--- config.mk ---
export PLATFORM = sky130hd
export DESIGN_NAME = counter_arbiter
export DESIGN_NICKNAME = d
export VERILOG_FILES = /design/src/rtl/counter_arbiter.sv
export SDC_FILE = /design/constraint.sdc
export NUM_CORES = 1
export LEC_CHECK = 0
export ABC_AREA = 1
export CAP_MARGIN = 40
export CORE_AREA = 2 2 39 41
export CTS_BUF_LIST = sky130_fd_sc_hd__clkbuf_4
export CTS_CLUSTER_DIAMETER = 50
export DETAILED_ROUTE_END_ITERATION = 6
export DIE_AREA = 0 0 41 43
export PLACE_DENSITY = 0.8
export SYNTH_ARGS = -nofsm -noshare
export SYNTH_HDL_FRONTEND = slang
export SYNTH_SLANG_ARGS = --single-unit
--- constraint.sdc ---
create_clock -name clk -period 1.95 [get_ports clk]
set_input_delay 0.2925 -clock clk [delete_from_list [all_inputs] [get_ports clk]]
set_output_delay 0.2925 -clock clk [all_outputs]
set_load 0.005 [all_outputs]
--- src/rtl/counter_arbiter.sv ---
// Two-requester arbiter feeding a 3-bit counter: IDLE -> ISSUE -> SETTLE, one op per 3 cycles.
// Define COUNTER_ARB_SATGUARD_EN to block increments at saturation and pulse err instead.
module counter_arbiter #(
    parameter bit FIXED_PRI = 1'b0
) (
    input  logic       clk,
    input  logic       rst,
    input  logic       req_a,
    input  logic       op_a,
    input  logic [2:0] din_a,
    input  logic       req_b,
    input  logic       op_b,
    input  logic [2:0] din_b,
    output logic       gnt_a,
    output logic       gnt_b,
    output logic       cnt_ld,
    output logic       cnt_inc,
    output logic [2:0] cnt_data,
    input  logic [2:0] cnt_q,
    output logic       busy,
    output logic       err
);
    typedef enum logic [1:0] {IDLE, ISSUE, SETTLE} state_t;

    state_t     state;
    logic       last_grant;  // 1 = B was granted last
    logic [2:0] din_r;
    logic       pick_b;
    logic       sel_op;
    logic [2:0] sel_din;

    // B wins if alone, or on contention in round-robin mode when A went last
    always_comb begin
        pick_b  = req_b & (~req_a | (~FIXED_PRI & ~last_grant));
        sel_op  = pick_b ? op_b : op_a;
        sel_din = pick_b ? din_b : din_a;
    end

`ifdef COUNTER_ARB_SATGUARD_EN
    logic sat;
    // The counter only moves in ISSUE, so cnt_q at the decision edge is its ISSUE value
    assign sat = (cnt_q == 3'h7);
`else
    logic unused_cnt_q;
    assign unused_cnt_q = ^cnt_q;
`endif

    always_ff @(posedge clk) begin
        if (!rst) begin
            state      <= IDLE;
            last_grant <= 1'b1;
            din_r      <= 3'b000;
            gnt_a      <= 1'b0;
            gnt_b      <= 1'b0;
            cnt_ld     <= 1'b0;
            cnt_inc    <= 1'b0;
            busy       <= 1'b0;
            err        <= 1'b0;
        end else begin
            gnt_a   <= 1'b0;
            gnt_b   <= 1'b0;
            cnt_ld  <= 1'b0;
            cnt_inc <= 1'b0;
            err     <= 1'b0;
            case (state)
                IDLE: begin
                    if (req_a | req_b) begin
                        state      <= ISSUE;
                        busy       <= 1'b1;
                        last_grant <= pick_b;
                        din_r      <= sel_op ? sel_din : 3'b000;
                        gnt_a      <= ~pick_b;
                        gnt_b      <= pick_b;
                        if (sel_op) begin
                            cnt_ld <= 1'b1;
                        end else begin
`ifdef COUNTER_ARB_SATGUARD_EN
                            cnt_inc <= ~sat;
                            err     <= sat;
`else
                            cnt_inc <= 1'b1;
`endif
                        end
                    end
                end
                ISSUE: state <= SETTLE;
                SETTLE: begin
                    state <= IDLE;
                    busy  <= 1'b0;
                end
                default: begin
                    state <= IDLE;
                    busy  <= 1'b0;
                end
            endcase
        end
    end

    // Load data is visible only alongside its strobe
    assign cnt_data = cnt_ld ? din_r : 3'b000;

endmodule

---- Yosys cells after proc, flatten, opt, wreduce, memory -nomap -nowiden ----
Index checks and enable logic that the tools add are counted.
word-level totals
  flip-flop bits (word level) ............. 11
  bits in latches ......................... 0
  bits in writable memories ............... 0
  ROM bits ................................ 0
  bits of input ports ..................... 15
  output and inout port bits .............. 9
  word-level logic and storage cells ...... 31
  memories ................................ 0
operators by class
  add/subtract/negate cells ............... 0
  multiply operators ...................... 0
  divide/modulo/power cells ............... 0
  order comparisons ....................... 0
  equal/unequal tests ..................... 2
  shifts and indexed selects .............. 0
  multiplexer cells ....................... 10
  bitwise logic cells ..................... 7
  reduce and logical (&&, ||, !) cells .... 4
operator list
  cell                  count
  $mux W3               3
  $mux W1               4
  $not A1 Y1            4
  $pmux W2 S2           1
  $reduce_and A2 Y1     2
  $reduce_and A3 Y1     1
  $eq A2 B1 Y1 const B  1
  $logic_not A2 Y1      1
  $mux W2               1
  $ne A2 B2 Y1 const B  1
  $or A1 B1 Y1          2
  $pmux W1 S2           1
  $and A1 B1 Y1         1

---- Depth between registers and ports, before layout ----
  depth in word-level cells ............... 5
  gate-level depth with buffers ........... 6
  depth with buffers taken out ............ 6

---- Worst setup path after synthesis ----
No wires, ideal clock.
  path kind ............................... reg2reg
  from .................................... reg state[1]
  to ...................................... reg last_grant
  library setup time ...................... 117 ps
  data arrival time ....................... 761 ps
  required time ........................... 1833 ps
  setup slack ............................. 1073 ps
  cell stages (with the launch flop) ...... 7
  path buffers ............................ 0
  period minus slack after synthesis ...... 877 ps
  path through ............................ dfxtp_1 inv_1 nand2_1 nor2_4 nand2_4 nor2_4 nor2_1
on the way
  word-level cells in the longest chain between the ends .. 2
RTL lines
  element                      line  RTL
  from (decl)                  25    state_t state;
  from (signal assigned)       50    state <= IDLE;
  from (signal assigned)       68    state <= ISSUE;
  from (signal assigned)       86    ISSUE: state <= SETTLE;
  $logic_not A2 Y1             65    case (state)
  $reduce_and A2 Y1 (no line)  --
  to (signal assigned)         70    last_grant <= pick_b;
  to (decl)                    26    logic last_grant;
Every way passes these cells.
A chain may end at the register's enable or synchronous reset.

---- Final worst setup path ----
  from .................................... reg cnt_ld
  to ...................................... out cnt_data[2]
on the way
  word-level cells in the longest chain between the ends .. 1
RTL lines
  element                 line  RTL
  from (decl)             16    output logic cnt_ld,
  from (signal assigned)  55    cnt_ld <= 1'b0;
  from (signal assigned)  62    cnt_ld <= 1'b0;
  from (signal assigned)  75    cnt_ld <= 1'b1;
  $mux W3                 100   assign cnt_data = cnt_ld ? din_r : 3'b000;
  to (decl)               18    output logic [2:0] cnt_data,
Every way passes these cells.

==> results.md <==
- Unique masters post-synth: 14
- Pwr Total: ~520 uW
- Fillers: 144
- 1st-iter DRT viols: 7
- Post-Synth Adder-Cell Area: 0%
- Detail Route Antenna Nets: 0
- Fin worst setup slack: 349 ps
- DRT Pass-1 Iters: 4
- Yosys warning total: 0
- Final hold viol count: 0
- Compound-Gate Fraction of Synth Area: ~2.2%
- I/O Pins: 24
- Routability congestion estimate: 0.732
- Sequential-to-total area share from yosys stat: between 40% and 50%
- EDFF count, synth: 0
- Critical path class: reg2out
- Net count, final: 100
- Max-capacitance violation count: 0
- Post-Syn Area per Cell: roughly 7.5 um2
- RSZ-0062 raised after global routing: false
- Worst ir drop on vdd: 0.361 mV
- Routed WL: slightly below 1000 um
- Top cell type's share of synthesized area: 47.3%
- CTS Hold Bufs: 0
- Grt ovf: 0
- Area occupied by multi-input gates: between 200 and 250 um2
- Crit start category: register
- Antenna violations before repair: 0
- Peak Freq: around 620 MHz
- Initial Util: about 34%
- Vias in the first global route: between 400 and 500
- Share of cells above drive strength 1: between 10 and 15%
- FP Rows: 14
- GR Util All Layers: 14.0%
- Core area: about 1400 um2
- CTS tree: built
- Top cells by instance count after synthesis: nand2_1 (18), dfxtp_1 (11), nand3_1 (8)
- Area contributors post-synth: dfxtp_1 (47%), nand2_1 (15%), nand3_1 (8.6%)
- I/O Buffers: 19
- Clock skew: roughly 0.38 ps
- Fin crit share: just over 80%
- Area delta synth->final: 50.0%
- Pwr/cell area: 749 nW/um2
- Fin. max-slew vios: 0
- Post-synth ARST share: 0%
- Vias post-DR: roughly 460
- Residual DRC: 0
- Count leader, synth: nand2_1
- WL/cell: about 9.8 um
- Post-CTS Setup Inserts: 0
- Outcome: finished clean
- Final setup vio count: 0
- DP Wirelength: approximately 760 um
- Post-synthesis cell count: 62
- Die width: 41 um
- CTS Buf Count: 3
- Synth Net Count: between 70 and 80
- Crit path time final: approximately 1600 ps
- CP Capture Type: output pin
- Root buffer cell: clkbuf_4
- CP max FO: 4
- WP data arrival: roughly 1300 ps
- CTS clock-pin slew for the worst setup and hold paths: about 70 ps
- Post-cts repair resize count: 0
- Largest family of logic cells by synthesized area: simple AND/OR/NAND/NOR gates
- Yosys reg bits: 11
- Yosys top cell by area: dfxtp_1
- First-pass GRT wire length: roughly 1600 um
- Setup_tns: 0 ps
- HP Class: reg2reg
- Vias per Instance: approximately 4.6
- Antenna fix cells: 0
- Max Root-Sink Buffers: 2
- Die area: approximately 1800 um2
- Simple-gate share of the synthesized area: between 40 and 50%
- Largest net degree at the start of global routing: 8
- Reg area: ~220 um2
- Post-Synth XOR/XNOR Area: 0%
- Pre-CTS worst setup slack: 456 ps
- Data required, critical path: between 1500 and 2000 ps
- Clk_lat worst skew: 270 ps
- Syn Std Cell Area: ~470 um2
- Die Y: 43 um
- Post-synthesis mux area share: 0%
- Pleak: 0.000337 uW
- Clk sinks: 11
- CTS H-tree depth: 1
- Most used flip-flop cell after synthesis: dfxtp_1
==> logic make-up (layout without fill, tap and decap cells) <==
kind of cell           Yosys count  after routing
and+or+nand+nor                 40             40
DFF                             11             11
buffers and inverters            8             30
AOI/OAI and AO/OA                2              2
other                            1              1
==> metal layers <==
metal  share of wire (%)  global-route usage [%]
met5                   0                       0
met4                 6.4                    12.0
met3                 5.6                    2.62
met2                  48                    20.0
met1                  40                    16.9
==> state kept, by name, summed over array words and instances, names as in the netlist <==
register / flops
busy: 1
cnt_inc: 1
cnt_ld: 1
din_r: 3
gnt_a: 1
gnt_b: 1
last_grant: 1
state: 2
==> where the power goes <==
part	switching, uW	total (uW)	internal [uW]
Clock	77.7	171	93.4
Sequential	8.45	251	243
Combinational	48.5	101	52.5
Total	135	523	389
==> layout make-up <==
cell class | instances | share of cell area (%)
Sequential cell | 11 | 31.5
Multi-Input combinational cell | 43 | 30.3
Clock buffer | 4 | 4.30
Inverter | 7 | 3.76
Tap cell | 16 | 2.87
Timing Repair Buffer | 19 | 27.2
==> path summary, 6_finish.rpt <==
kind / start / end / slack (ps) / cells past startpoint
worst max-delay path: cnt_ld / cnt_data[2] / 350 / 3
worst min-delay path: state[1] / state[1] / 420 / 1
worst max register to register: last_grant / din_r[0] / 970 / 6
worst min register to register: state[1] / state[1] / 420 / 1
==> worst max-delay path: stages (launching register included) <==
cell	delay [ps]
dfxtp_1	390
nand2_1	80
inv_1	60
clkdlybuf4s50_1	500
==> placed cells by master, fill, tap and decap left out <==
cell type	instances
conb_1	1
nor3_1	2
a21oi_1	1
nand2_4	1
nand2_1	18
nor2_4	2
nand2_2	3
nand3_1	8
clkbuf_4	4
inv_1	7
nor2_2	2
nor2_1	4
dfxtp_1	11
o21ai_1	1
clkdlybuf4s50_1	19
==> per-stage QoR <==
| step | hold slack (ps) | instances | util, % | area [um2] |
|---|---|---|---|---|
| finish | 418 | 100 | 50.5 | 698 |
| global route | 457 | 100 | 50.5 | 698 |
| CTS | 422 | 100 | 50.5 | 698 |
| detailed placement | 412 | 96 | 48.3 | 668 |
| global placement | 407 | 96 | 48.3 | 668 |
| floorplan | 399 | 62 | - | 465 |
Power figures use the tool's default switching activity.
